<file path="src/rtl/adders_pkg.sv">
// Shared definitions for the adders library.
// Holds default widths, the segment-width helper and the add/sub mode encoding.
package adders_pkg;

  localparam int unsigned DEF_WIDTH  = 16;
  localparam int unsigned DEF_STAGES = 4;

  typedef enum logic {
    ADD = 1'b0,
    SUB = 1'b1
  } mode_e;

  // Bits handled by one pipeline segment. A zero stage count is reported by
  // the elaboration check in the top, so just avoid dividing by zero here.
  function automatic int unsigned seg_width(input int unsigned width,
                                            input int unsigned stages);
    return (stages == 0) ? width : width / stages;
  endfunction

endpackage

</file>
<file path="src/rtl/adder_segment.sv">
// Combinational SEG-bit ripple-carry segment built from full_adder cells.
// Ports: a_i, b_i  SEG-bit operands (already inverted for subtract)
//        cin_i     carry into bit 0
//        s_o       SEG-bit sum
//        cout_o    carry out of the MSB
//        cmsb_o    carry into the MSB (used for signed overflow)
module adder_segment #(
  parameter int unsigned SEG = 4
) (
  input  logic [SEG-1:0] a_i,
  input  logic [SEG-1:0] b_i,
  input  logic           cin_i,
  output logic [SEG-1:0] s_o,
  output logic           cout_o,
  output logic           cmsb_o
);

  logic [SEG:0] c;
  assign c[0] = cin_i;

  for (genvar i = 0; i < SEG; i++) begin : g_fa
    full_adder u_fa (
      .a_i (a_i[i]),
      .b_i (b_i[i]),
      .c_i (c[i]),
      .s_o (s_o[i]),
      .c_o (c[i+1])
    );
  end

  assign cout_o = c[SEG];
  assign cmsb_o = c[SEG-1];

endmodule

</file>
<file path="src/rtl/full_adder.sv">
// Single-bit full adder cell.
// Ports: a_i, b_i, c_i  operand bits and carry-in
//        s_o, c_o       sum bit and carry-out
module full_adder (
  input  logic a_i,
  input  logic b_i,
  input  logic c_i,
  output logic s_o,
  output logic c_o
);

  assign s_o = a_i ^ b_i ^ c_i;
  assign c_o = (a_i & b_i) | (c_i & (a_i ^ b_i));

endmodule

</file>
<file path="src/rtl/pipelined_adder.sv">
// Pipelined WIDTH-bit adder/subtractor: the carry chain is cut into STAGES
// segments with one register stage per segment and a valid/ready handshake.
// Ports: clk, rst            clock, synchronous active-high reset
//        in_valid/in_ready   operand handshake (in_ready = advance enable)
//        a, b, cin, sub      operands, carry/borrow-in, 0=add 1=subtract
//        out_valid/out_ready result handshake
//        sum, cout, ovf      result, carry-out (sub: 1 = no borrow), signed ovf
module pipelined_adder
  import adders_pkg::*;
#(
  parameter int unsigned WIDTH  = DEF_WIDTH,
  parameter int unsigned STAGES = DEF_STAGES
) (
  input  logic             clk,
  input  logic             rst,
  input  logic             in_valid,
  output logic             in_ready,
  input  logic [WIDTH-1:0] a,
  input  logic [WIDTH-1:0] b,
  input  logic             cin,
  input  logic             sub,
  output logic             out_valid,
  input  logic             out_ready,
  output logic [WIDTH-1:0] sum,
  output logic             cout,
  output logic             ovf
);

  localparam int unsigned SEG = seg_width(WIDTH, STAGES);

  if (STAGES < 1 || STAGES > WIDTH || (WIDTH % STAGES) != 0) begin : g_bad_cfg
    $error("pipelined_adder: WIDTH must be a multiple of STAGES, 1 <= STAGES <= WIDTH");
  end

  mode_e              mode;
  logic               en;
  logic [WIDTH-1:0]   b_eff;
  logic               cin_eff;
  logic [STAGES-1:0]  vld_q;
  logic [STAGES-1:0]  c_q;   // carry out of each segment, registered
  logic [STAGES-1:0]  co_w;
  logic [STAGES-1:0]  cm_w;
  logic               ovf_q;

  // Subtract is a + ~b + ~cin, so borrow-in flips with the operand.
  assign mode    = mode_e'(sub);
  assign b_eff   = (mode == SUB) ? ~b : b;
  assign cin_eff = (mode == SUB) ? ~cin : cin;

  // Whole pipeline advances in lockstep; bubbles are never collapsed.
  assign en        = !out_valid | out_ready;
  assign in_ready  = en;
  assign out_valid = vld_q[STAGES-1];
  assign cout      = c_q[STAGES-1];
  assign ovf       = ovf_q;

  always_ff @(posedge clk) begin
    if (rst) begin
      vld_q <= '0;
      c_q   <= '0;
      ovf_q <= 1'b0;
    end else if (en) begin
      vld_q <= (vld_q << 1) | STAGES'(in_valid);
      c_q   <= co_w;
      ovf_q <= co_w[STAGES-1] ^ cm_w[STAGES-1];
    end
  end

  for (genvar j = 0; j < STAGES; j++) begin : g_seg
    logic [SEG-1:0] opa, opb, s_w;
    logic           ci;

    if (j == 0) begin : g_head
      assign opa = a[SEG-1:0];
      assign opb = b_eff[SEG-1:0];
      assign ci  = cin_eff;
    end else begin : g_skew
      // Operand bits for segment j wait j cycles to meet their carry.
      // Not reset: a stale value can only sit under a cleared valid bit.
      logic [2*SEG-1:0] sk_q [j];
      always_ff @(posedge clk) begin
        if (en) begin
          sk_q[0] <= {b_eff[j*SEG +: SEG], a[j*SEG +: SEG]};
          for (int i = 1; i < j; i++) sk_q[i] <= sk_q[i-1];
        end
      end
      assign {opb, opa} = sk_q[j-1];
      assign ci         = c_q[j-1];
    end

    adder_segment #(.SEG(SEG)) u_seg (
      .a_i    (opa),
      .b_i    (opb),
      .cin_i  (ci),
      .s_o    (s_w),
      .cout_o (co_w[j]),
      .cmsb_o (cm_w[j])
    );

    // Deskew: lower segments finish early and are held until the top one lands.
    logic [SEG-1:0] dsk_q [STAGES-j];
    always_ff @(posedge clk) begin
      if (rst) begin
        for (int i = 0; i < STAGES - j; i++) dsk_q[i] <= '0;
      end else if (en) begin
        dsk_q[0] <= s_w;
        for (int i = 1; i < STAGES - j; i++) dsk_q[i] <= dsk_q[i-1];
      end
    end
    assign sum[j*SEG +: SEG] = dsk_q[STAGES-1-j];
  end

endmodule

</file>
<file path="config.mk">
export PLATFORM = sky130hd
export DESIGN_NAME = pipelined_adder
export DESIGN_NICKNAME = d
export VERILOG_FILES = /design/src/rtl/adders_pkg.sv /design/src/rtl/adder_segment.sv /design/src/rtl/full_adder.sv /design/src/rtl/pipelined_adder.sv
export SDC_FILE = /design/constraint.sdc
export NUM_CORES = 1
export LEC_CHECK = 0
export ABC_AREA = 1
export ABC_CLOCK_PERIOD_IN_PS = 3700
export CAP_MARGIN = 15
export CORE_MARGIN = 2
export CORE_UTILIZATION = 63
export DETAILED_ROUTE_END_ITERATION = 12
export DONT_BUFFER_PORTS = 1
export PLACE_DENSITY = 0.86
export SKIP_LAST_GASP = 1
export SLEW_MARGIN = 10
export SYNTH_ARGS = -nofsm -noshare
export SYNTH_HDL_FRONTEND = slang
export SYNTH_SLANG_ARGS = --single-unit
</file>
<file path="constraint.sdc">
create_clock -name clk -period 3.7 [get_ports clk]
set_input_delay 0.185 -clock clk [delete_from_list [all_inputs] [get_ports clk]]
set_output_delay 0.185 -clock clk [all_outputs]
set_load 0.05 [all_outputs]
</file>
# Word-level counts from Yosys, hierarchy flattened
# Memory sizes are Yosys's and may differ from the RTL's.
# Index checks and enable logic that the tools add are counted.
# totals
regBits	9
mem_bits_rw	88
input_bits	38
output_inout_bits	20
word_cells	125
n_memories	7
# classes
n_mux	19
n_bitwise	94
n_reduce_logical	2
# mem_list
memory	depth	width	rd	rd_ports_with_merged_regs	write_ports	line_no	rtl
g_seg[3].g_skew.sk_q	3	8	3	0	3	pipelined_adder.sv:80	logic [2*SEG-1:0] sk_q [j];
g_seg[0].dsk_q	4	4	4	0	4	pipelined_adder.sv:101	logic [SEG-1:0] dsk_q [STAGES-j];
g_seg[2].g_skew.sk_q	2	8	2	0	2	pipelined_adder.sv:80	
g_seg[1].dsk_q	3	4	3	0	3	pipelined_adder.sv:101	
g_seg[1].g_skew.sk_q	1	8	1	0	1	pipelined_adder.sv:80	
g_seg[2].dsk_q	2	4	2	0	2	pipelined_adder.sv:101	
+1 memories	n/a	n/a	n/a	n/a	n/a	n/a	
# ops
cell	n
$mux W4	10
$xor A1 B1 Y1	33
$and A1 B1 Y1	32
$or A1 B1 Y1	26
$mux W16	1
$not A16 Y16	1
$mux W1	8
$or A4 B1 Y4	1
$reduce_or A4 Y1	1
$logic_not A1 Y1	1
$not A1 Y1	1

# Logic depth before layout (Yosys ltp)
# Gate-level depths: netlist (run 1).
# depth
ltp_word	11
ltp_mapped	12
mapped_depth_nobuf	12

# Cells and area by module
# From an unflattened synthesis (run 1), not the netlist that was laid out.
# unflattened
hier_cells	261
area_unflattened_um2	3907.5
# modules_own_cells
module	n_inst	cells_each	area_per_inst_um2	seq_area_each_um2
pipelined_adder	1	245	3587.2	2822.7
full_adder	16	1	20.0	0.0

# Least setup slack after synthesis (run 1)
# Ideal clock, no wire load.
# synth_path
kind	in2reg
start	input sub
end	memory g_seg[0].dsk_q[0][3], data pin
setup_time_ns	0.252
arrival_time_ns	2.290
t_required_ns	3.448
slack_ns	1.158
cell_stages	10
n_path_buf	2
cell_sequence	buf_6 -> buf_6 -> xnor2_1 -> fa_1 -> fa_1 -> fa_1 -> inv_1 -> fa_1 -> inv_1 -> nor2_2
# synth_lines
element	line_no	rtl
from (decl)	pipelined_adder.sv:21	input logic sub,
to (decl)	pipelined_adder.sv:101	

# Final worst setup path (run 1)
# layout_path
start	register vld_q[3]
end	register vld_q[0]
# layout_between
elab_chain_cells	2
# layout_lines
element	line_no	rtl
from (decl)	pipelined_adder.sv:39	logic [STAGES-1:0] vld_q;
from (signal assigned)	pipelined_adder.sv:63	vld_q <= (vld_q << 1) | STAGES'(in_valid);
$logic_not A1 Y1	pipelined_adder.sv:51	assign en = !out_valid | out_ready;
$or A1 B1 Y1	pipelined_adder.sv:51	
# No other way between the ends.
# A chain may end at the register's enable or synchronous reset.

==> impl_metrics.yaml, run 1 <==
logic_synthesis:
  synth_cells: 276
  postSynthNetCount: 330
  synth_ff_type: "sky130_fd_sc_hd__edfxtp_1"
  synthTopCellsByCount: "sky130_fd_sc_hd__edfxtp_1 (88), sky130_fd_sc_hd__inv_1 (58), sky130_fd_sc_hd__nor2_2 (40), sky130_fd_sc_hd__nand2_1 (20), sky130_fd_sc_hd__fa_1 (16)"
  ys_seq_area_share_pct: 69.76
  top_area_cells_in_the_synthesized_netlist: "sky130_fd_sc_hd__edfxtp_1 (65%), sky130_fd_sc_hd__fa_1 (7.9%), sky130_fd_sc_hd__nor2_2 (6.2%)"
  synth.lib_cells_used.distinct: 17
  synth_enable_flop_cells: 88
  syn-cell-area_um2: 4046
  synth-async-reset-ratio_pct: 0
  ys_ff_latch: 97
  synthesis.area_per_instance_um2: 14.66
  synth_largest_type_area_fraction_pct: 65.31
  yosys_warnings: 0
  synth_area_leader_cell: "sky130_fd_sc_hd__edfxtp_1"
  synth.most_common_cell: "sky130_fd_sc_hd__edfxtp_1"
min_path:
  min_path_cells: 1
  min_path_type: "primary input to register"
  hold_path_end: "g_seg[3].g_skew.sk_q[0][5]$_DFFE_PP_"
  hold_start: "b[13]"
floorplan:
  die_x_um: 84.14
  fp.coreArea_um2: 6277
  die_ht_um: 84.14
  floorplan.initialDensity_pct: 64.46
  floorplan.io_pins: 58
  rows: 29
  die_area_um2: 7080
critical_path:
  worst-r2r-setup-slack_ns: 1.05
  start_kind: "register"
  r2r-end: "vld_q[0]$_SDFFE_PP0P_"
  worst-setup-path-type: "register to register"
  worst_r2r_startpoint: "vld_q[3]$_SDFFE_PP0P_"
  worst_case_reg_to_reg_path_depth: 5
  worst-endpoint-arrival_ns: 2.95
  setup.worst_path.end_class: "register"
  cp.required_ns: 4.00
  critPathMaxFanout: 41
sta:
  grt_setup_unrepaired: "false"
  relSlewSlack_pct: 32.08
  finalHoldViolations: 0
  worst-slew-pin-transition_ns: 1.017
  final.period_utilization_pct: 71.56
  final.setup.tns_ns: 0
  setup_viol: 0
  layout_min_cycle_time_ns: 2.648
  clock.fmax_mhz: 377.7
  drv_slew: 0
  timing.clock.skew_ns: 0.01082
  worst_slack_ns: 1.052
route:
  post_drt_wl_per_cell_um: 14.78
  routed_via_density: 4.938
  detailedRoute.firstPassIterationCount: 4
  wirelength_um: 5498
  drc_errors: 0
  drt-initial-drc-count: 79
  dr_total_vias: 1837
  drtAntennaViolNets: 0
placed_design:
  postPlaceCellArea_um2: 4035
  gp_congestion: 0.7602
  dp_cells: 341
  pre_cts_slack_ns: 1.294
  portBuffers: 0
  dp_hpwl_um: 3531
finish:
  insertedDiodeCount: 0
  nets: 344
  seq_area_um2: 2823
  drive_gt1_share_pct: 21.69
  postLayoutCellArea_um2: 4385
  syn2layout_area_growth_pct: 8.380
  multi_input_gate_area_in_the_final_layout_um2: 875.8
  finalNonFillerCells: 372
  layout.filler_cells: 416
  final_util_pct: 69.86
grt:
  grt_antenna_before_repair: 0
  grt_pass1_wl_um: 9225
  grt_max_degree: 43
  gr-usage-all-layers_pct: 17.47
  gr-total-overflow: 0
  first_global_vias: 1955
clocking:
  cts_hold_buf: 15
  clkSinkCount: 97
  tritoncts: "done"
  path_clk_slew_ns: 0.09
  insertion_delay_ns: 0.36
  post_cts_resized: 0
  longest_clk_path_bufs: 2
  cts_post_setup_buffers_inserted: 0
  cts-buffers-inserted: 9
  clk_root_buffer_cell: "sky130_fd_sc_hd__clkbuf_8"
  htreeDepth: 3
power_and_ir_drop:
  max-vdd-ir-drop_mv: 0.3839
  cellPowerDensity_nw_per_um2: 534.7
  p_leak_uw: 0.001787
job:
  drv.max_cap_violation_count: 0
status:
  run_status: "finished clean"
cell usage in the layout (no fill, tap or decap), drive strengths merged:
cell type,Yosys,final
clkbuf,0,9
xor2,13,13
nand2,21,21
a21oi,1,1
nand3b,2,2
clkinvlp,0,2
xnor2,4,4
nor2,41,41
inv,60,63
dlygate4sd3,0,15
o21ai,1,1
edfxtp,88,88
fa,16,16
clkinv,0,1
dfxtp,9,9
nand3,6,6
buf,14,2
bufinv,0,1
sequential cells by signal, summed over array words and instances (netlist names):
register           cells
c_q                    4
g_seg.g_skew.sk_q     48
g_seg.dsk_q           40
ovf                    1
vld_q                  4
per-stage QoR:
| stage | hold WS, ns | total power [µW] |
|---|---|---|
| floorplan | 0.2839 | 1640 |
| global placement | 0.2839 | 1650 |
| detailed placement | 0.2839 | 1672 |
| CTS | 0.01246 | 2367 |
| global route | 0.01621 | 2450 |
| finish | 0.03214 | 2345 |
cells by family (layout without fill, tap and decap cells):
kind of cell	Yosys count	in the layout	synth area share, %
AND/OR/NAND/NOR	70	70	9.586
AO/OA/AOI/OAI	2	2	0.3401
buffers and inverters	74	93	8.720
XOR/XNOR	17	17	3.680
adder cells (fa/ha/maj)	16	16	7.916
flip-flops	97	97	69.76
worst max-delay path by stage:
| stage | from | to | depth (start not counted) |
|---|---|---|---|
| finish | vld_q[3]$_SDFFE_PP0P_ | vld_q[0]$_SDFFE_PP0P_ | 5 |
| global route | vld_q[3]$_SDFFE_PP0P_ | vld_q[0]$_SDFFE_PP0P_ | 5 |
| CTS | vld_q[3]$_SDFFE_PP0P_ | vld_q[0]$_SDFFE_PP0P_ | 5 |
| detailed placement | sub | g_seg[0].dsk_q[0][3]$_SDFFCE_PN0P_ | 8 |
| global placement | sub | g_seg[0].dsk_q[0][3]$_SDFFCE_PN0P_ | 8 |
| floorplan | sub | g_seg[0].dsk_q[0][3]$_SDFFCE_PN0P_ | 10 |
metal layers:
layer	GRT usage, %	part of all wire (%)
met2	29.44	54
met3	3.835	4.5
met1	21.92	40
met5	0	0
met4	7.918	1.9
layout make-up:
cell class | count | share of cell area (%)
clock buffers | 9 | 2.825
clock inverters | 7 | 1.740
inverters | 60 | 5.136
multi-input cells | 105 | 19.97
flip-flops and latches | 97 | 64.37
well taps | 77 | 2.197
repair buffers | 17 | 3.766
critical path, cell delays in order (launching register included):
cell and delay, ns:
sky130_fd_sc_hd__dfxtp_1 0.76, sky130_fd_sc_hd__nand2_2 0.72, sky130_fd_sc_hd__nor2_4 0.42, sky130_fd_sc_hd__nand2_1 0.10, sky130_fd_sc_hd__nand2_1 0.06, sky130_fd_sc_hd__dlygate4sd3_1 0.54
power by group:
| group | switching, µW | total [µW] | internal [µW] |
|---|---|---|---|
| Clock | 370 | 689 | 318 |
| Sequential | 116 | 1440 | 1320 |
| Combinational | 122 | 220 | 97.6 |
| Total | 608 | 2350 | 1740 |
(Power assumes the default switching activity.)
==> run 2, diff against run 1 <==
- ABC_CLOCK_PERIOD_IN_PS: 3700 -> 2590
- CORE_UTILIZATION: 63 -> 62
- PLACE_DENSITY: 0.86 -> 0.85
- clock period: 3.7 -> 2.59 ns (I/O delays scaled with it)
==> impl_metrics.yaml, run 2 (synthesis gave the netlist of run 1 again) <==
status:
  run_status: "finished clean"
clocking:
  tritoncts: "done"
  post_cts_resized: 0
  cts-buffers-inserted: 9
  htreeDepth: 3
  clkSinkCount: 97
  path_clk_slew_ns: 0.09
  clk_root_buffer_cell: "sky130_fd_sc_hd__clkbuf_8"
  insertion_delay_ns: 0.35
  longest_clk_path_bufs: 2
grt:
  gr-usage-all-layers_pct: 18.63
  grt_max_degree: 57
  gr-total-overflow: 0
  globalRoute.busiestLayer: "met2"
  grt_antenna_before_repair: 0
  grt_pass1_wl_um: 9915
  globalRouteMet3Util_pct: 3.638
  grtUsageMet2_pct: 33.14
  first_global_vias: 2163
  grt_use_met1_pct: 20.95
critical_path:
  worst_r2r_startpoint: "g_seg[3].g_skew.sk_q[0][16]$_DFFE_PP_"
  worst-endpoint-arrival_ns: 2.58
  setup.worst_path.end_class: "register"
  critPathMaxFanout: 2
  r2r-end: "g_seg[3].dsk_q[0][3]$_SDFFCE_PN0P_"
  worst_case_reg_to_reg_path_depth: 8
  start_kind: "register"
  worst-r2r-setup-slack_ns: 0.22
  cp.required_ns: 2.80
  worst-setup-path-type: "register to register"
placed_design:
  gp_congestion: 0.7552
  portBuffers: 0
  postPlaceCellArea_um2: 4070
  dp_hpwl_um: 3556
finish:
  register_containing_the_most_flip_flops_in_the_final_layout: "g_seg.g_skew.sk_q"
  insertedDiodeCount: 0
  largest_reg_flops: 48
  drive_gt1_share_pct: 20.81
  layout_commonest_cell: "sky130_fd_sc_hd__edfxtp_1"
  syn2layout_area_growth_pct: 15.40
  postLayoutCellArea_um2: 4669
  commonest_cells_after_routing_fill_and_taps_aside: "sky130_fd_sc_hd__edfxtp_1 (88), sky130_fd_sc_hd__inv_1 (58), sky130_fd_sc_hd__nor2_2 (40)"
  nets: 371
  reg.largest.list: "g_seg.g_skew.sk_q: 48 flops, g_seg.dsk_q: 40 flops"
  layout.filler_cells: 393
power_and_ir_drop:
  cellPowerDensity_nw_per_um2: 735.1
  max-vdd-ir-drop_mv: 0.5923
  p_leak_uw: 0.001919
sta:
  setup_viol: 0
  relSlewSlack_pct: 66.00
  layout_min_cycle_time_ns: 2.369
  final.setup.tns_ns: 0
  drv_slew: 0
  finalHoldViolations: 0
  clock.fmax_mhz: 422.2
  grt_setup_unrepaired: "false"
  worst-slew-pin-transition_ns: 0.5094
  final.period_utilization_pct: 91.46
  whs_ns: 0.1410
  timing.clock.skew_ns: 0.005977
floorplan:
  die_x_um: 84.79
  die_area_um2: 7189
  die_ht_um: 84.79
  floorplan.initialDensity_pct: 64.09
  fp.coreArea_um2: 6314
  rows: 29
  floorplan.io_pins: 58
route:
  dr_total_vias: 1984
  wirelength_um: 6105
  drt-initial-drc-count: 75
  routed_via_density: 4.972
  post_drt_wl_per_cell_um: 15.30
  drc_errors: 0
  detailedRoute.firstPassIterationCount: 4
  drtAntennaViolNets: 0
min_path:
  hold_start: "out_ready"
  min_path_cells: 4
  min_path_type: "primary input to register"
  hold_path_end: "ovf$_SDFFE_PP0P_"
job:
  drv.max_cap_violation_count: 0
-- run 2: cell count changes in the layout (fill, tap and decap cells not counted), sizes merged --
cell         previous run  this run
dlygate4sd3            15        39
clkinv                  1         3
buf                     2         5
clkinvlp                2         0
-- run 2: cell type report --
| cell class | instances | area [µm²] | area share [%] |
|---|---|---|---|
| repair buffers | 44 | 440.4 | 9.432 |
| flip-flops and latches | 97 | 2823 | 60.45 |
| clock inverters | 7 | 85.08 | 1.822 |
| inverters | 60 | 225.2 | 4.823 |
| multi-input cells | 105 | 875.8 | 18.76 |
| clock buffers | 9 | 123.9 | 2.653 |
| well taps | 77 | 96.34 | 2.063 |
-- run 2: how the worst max path moves through the flow --
stage / start / to / slack (ns) / cells after the start
after floorplan: sub / g_seg[0].dsk_q[0][3]$_SDFFCE_PN0P_ / 0.10 / 10
after global placement: g_seg[3].g_skew.sk_q[0][16]$_DFFE_PP_ / g_seg[3].dsk_q[0][3]$_SDFFCE_PN0P_ / 0.34 / 8
after detailed placement: g_seg[3].g_skew.sk_q[0][16]$_DFFE_PP_ / g_seg[3].dsk_q[0][3]$_SDFFCE_PN0P_ / 0.24 / 8
after CTS: g_seg[3].g_skew.sk_q[0][16]$_DFFE_PP_ / g_seg[3].dsk_q[0][3]$_SDFFCE_PN0P_ / 0.21 / 8
after global routing: g_seg[3].g_skew.sk_q[0][16]$_DFFE_PP_ / g_seg[3].dsk_q[0][3]$_SDFFCE_PN0P_ / 0.09 / 8
final: g_seg[3].g_skew.sk_q[0][16]$_DFFE_PP_ / g_seg[3].dsk_q[0][3]$_SDFFCE_PN0P_ / 0.22 / 8
-- run 2: worst max-delay path, stage by stage, from the launching register on --
cell	delay [ns]
sky130_fd_sc_hd__edfxtp_1	0.40
sky130_fd_sc_hd__fa_1	0.42
sky130_fd_sc_hd__inv_1	0.09
sky130_fd_sc_hd__fa_1	0.18
sky130_fd_sc_hd__inv_1	0.06
sky130_fd_sc_hd__fa_1	0.44
sky130_fd_sc_hd__inv_1	0.11
sky130_fd_sc_hd__fa_1	0.41
sky130_fd_sc_hd__nor2_2	0.12
-- run 2: metal layers --
layer  up-vias  wire [µm]
met4         0        214
met1       961       2378
met5         -          0
met3        19        207
met2        62       3305
li1        942          -
-- run 2: what timing repair did --
| item | CTS | global route |
|---|---|---|
| endpoints found under the hold margin | 32 | 0 |
| setup buffers | 0 | 0 |
| hold buffers | 39 | 0 |
-- run 2: report_power, final --
part           leakage [µW]  internal, µW  switching, µW  total, µW
Sequential          0.00106          1890            167       2050
Clock              0.000106           465            542       1010
Combinational      0.000757           178            193        371
Total               0.00192          2530            902       3430
-- run 2: per-stage QoR --
step / util [%] / std cells / total power [µW] / setup slack, ns
2_1_floorplan: - / 276 / 2343 / 0.1036
4_1_cts: 73.96 / 399 / 3441 / 0.2137
6_report: 73.96 / 399 / 3433 / 0.2212
3_3_place_gp: 64.47 / 344 / 2361 / 0.3387
5_1_grt: 73.96 / 399 / 3580 / 0.08906
3_5_place_dp: 64.47 / 344 / 2392 / 0.2376
==> run 3, diff against run 2 <==
- ABC_CLOCK_PERIOD_IN_PS: 2590 -> 2400
- GPL_TIMING_DRIVEN: default -> 0
- clock period: 2.59 -> 2.4 ns (I/O delays scaled with it)
==> impl_metrics.yaml, run 3 (synthesis gave the netlist of run 1 again) <==
finish:
  layout.filler_cells: 398
  largest_reg_flops: 48
  final_util_pct: 73.37
  commonest_cells_after_routing_fill_and_taps_aside: "sky130_fd_sc_hd__edfxtp_1 (88), sky130_fd_sc_hd__inv_1 (57), sky130_fd_sc_hd__nor2_2 (40)"
  nets: 367
  drive_gt1_share_pct: 26.10
  register_containing_the_most_flip_flops_in_the_final_layout: "g_seg.g_skew.sk_q"
  reg.largest.list: "g_seg.g_skew.sk_q: 48 flops, g_seg.dsk_q: 40 flops"
  syn2layout_area_growth_pct: 14.47
  layout_commonest_cell: "sky130_fd_sc_hd__edfxtp_1"
  insertedDiodeCount: 0
sta:
  clock.fmax_mhz: 433.0
  worst_slack_ns: 0.09043
  final.period_utilization_pct: 96.23
  grt_setup_unrepaired: "true"
  worst-slew-pin-transition_ns: 0.8476
  final.setup.tns_ns: 0
  relSlewSlack_pct: 43.49
  drv_slew: 0
  timing.clock.skew_ns: 0.01383
  layout_min_cycle_time_ns: 2.310
  finalHoldViolations: 0
  setup_viol: 0
placed_design:
  gp_congestion: 0.7327
  portBuffers: 0
  dp_hpwl_um: 3665
  pre_cts_slack_ns: -0.1752
power_and_ir_drop:
  max-vdd-ir-drop_mv: 0.6506
  cellPowerDensity_nw_per_um2: 791.7
  power_frac_seq_pct: 59.2
  p_leak_uw: 0.001905
  share_clk_of_total_power_pct: 28.3
  p_switching_uw: 1027
  power_frac_comb_pct: 12.5
  p_int_uw: 2641
  power.share.switching_pct: 27.99
grt:
  gr-total-overflow: 0
  grt_antenna_before_repair: 0
  gr-usage-all-layers_pct: 18.70
  grt_max_degree: 58
  grt_pass1_wl_um: 9915
  first_global_vias: 2067
route:
  drc_errors: 0
  detailedRoute.firstPassIterationCount: 4
  dr_total_vias: 1915
  drt-initial-drc-count: 102
  drtAntennaViolNets: 0
  routed_via_density: 4.848
  wirelength_um: 5963
  post_drt_wl_per_cell_um: 15.10
clocking:
  tritoncts: "done"
  insertion_delay_ns: 0.37
  clkSinkCount: 97
  clk_root_buffer_cell: "sky130_fd_sc_hd__clkbuf_8"
  htreeDepth: 3
  path_clk_slew_ns: 0.10
  longest_clk_path_bufs: 2
  cts-buffers-inserted: 9
floorplan:
  rows: 29
  die_ht_um: 84.79
  floorplan.initialDensity_pct: 64.09
  fp.coreArea_um2: 6314
  die_area_um2: 7189
  die_x_um: 84.79
  floorplan.io_pins: 58
job:
  drv.max_cap_violation_count: 0
critical_path:
  worst-setup-path-type: "register to register"
  cp.required_ns: 2.63
  setup.worst_path.end_class: "register"
  critPathMaxFanout: 2
  start_kind: "register"
  worst-endpoint-arrival_ns: 2.54
min_path:
  min_path_type: "primary input to register"
status:
  run_status: "finished clean"
[run 3: changes by cell type in the layout (fill, tap and decap cells not counted), moves of 2 or more]
| cell | before | now |
|---|---|---|
| sky130_fd_sc_hd__buf_4 | 4 | 8 |
| sky130_fd_sc_hd__fa_1 | 16 | 10 |
| sky130_fd_sc_hd__clkinv_4 | 3 | 1 |
| sky130_fd_sc_hd__buf_6 | 0 | 6 |
| sky130_fd_sc_hd__dlygate4sd3_1 | 39 | 26 |
| sky130_fd_sc_hd__fa_2 | 0 | 6 |
[run 3: power by group through the flow]
stage / Sequential (µW) / Combinational [µW] / Clock [µW]
3_3_place_gp: 2200 / 393 / 0
3_5_place_dp: 2210 / 414 / 0
4_1_cts: 2170 / 457 / 1050
6_report: 2170 / 458 / 1040
2_1_floorplan: 2190 / 341 / 0
5_1_grt: 2190 / 515 / 1120
[run 3: per-layer routing]
layer	GRT usage, %	up-vias	routed length, µm
met5	0	-	0
met4	8.081	0	107
met3	4.818	9	265
met2	32.36	66	3194
met1	22.21	904	2396
li1	-	936	-
[run 3: stage by stage]
step	total power [µW]	hold WS, ns	area (µm²)	std cells
floorplan	2530	0.2189	4056	276
global placement	2591	0.2189	4153	353
detailed placement	2625	0.2189	4158	353
CTS	3674	0.06668	4619	395
global route	3829	0.08860	4632	395
finish	3667	0.08917	4632	395
[run 3: final timing paths]
check	startpoint	endpoint	slack [ns]	depth (start not counted)
setup / recovery	g_seg[3].g_skew.sk_q[0][16]$_DFFE_PP_	g_seg[3].dsk_q[0][3]$_SDFFCE_PN0P_	0.09	8
hold / removal	a[3]	c_q[0]$_SDFFE_PP0P_	0.09	3
setup reg to reg	g_seg[3].g_skew.sk_q[0][16]$_DFFE_PP_	g_seg[3].dsk_q[0][3]$_SDFFCE_PN0P_	0.09	8
hold reg to reg	g_seg[3].g_skew.sk_q[0][4]$_DFFE_PP_	g_seg[3].g_skew.sk_q[0][12]$_DFFE_PP_	0.43	0
[run 3: layout make-up]
cell class | instances | area, µm² | area share (%)
Sequential cell | 97 | 2823 | 60.94
Multi-Input combinational cell | 105 | 903.4 | 19.50
Timing Repair Buffer | 26 | 260.3 | 5.619
Inverter | 60 | 225.2 | 4.862
Buffer | 14 | 127.6 | 2.755
Clock buffer | 9 | 123.9 | 2.674
Tap cell | 77 | 96.34 | 2.080
Clock inverter | 7 | 72.57 | 1.567
[run 3: what timing repair did]
| item | in CTS | in global routing |
|---|---|---|
| gates resized for setup | 3 | 3 |
| hold endpoints to repair | 32 | 0 |
| setup endpoints to repair | 2 | 36 |
| hold buffers | 26 | 0 |
| buffers inserted | 0 | 0 |
| pin swaps | 1 | 2 |
[run 3: worst max-delay path: stages (launching register included)]
cell	delay, ns
sky130_fd_sc_hd__edfxtp_1	0.42
sky130_fd_sc_hd__fa_1	0.42
sky130_fd_sc_hd__inv_1	0.09
sky130_fd_sc_hd__fa_1	0.17
sky130_fd_sc_hd__inv_1	0.05
sky130_fd_sc_hd__fa_2	0.36
sky130_fd_sc_hd__inv_2	0.08
sky130_fd_sc_hd__fa_1	0.47
sky130_fd_sc_hd__nor2_2	0.12
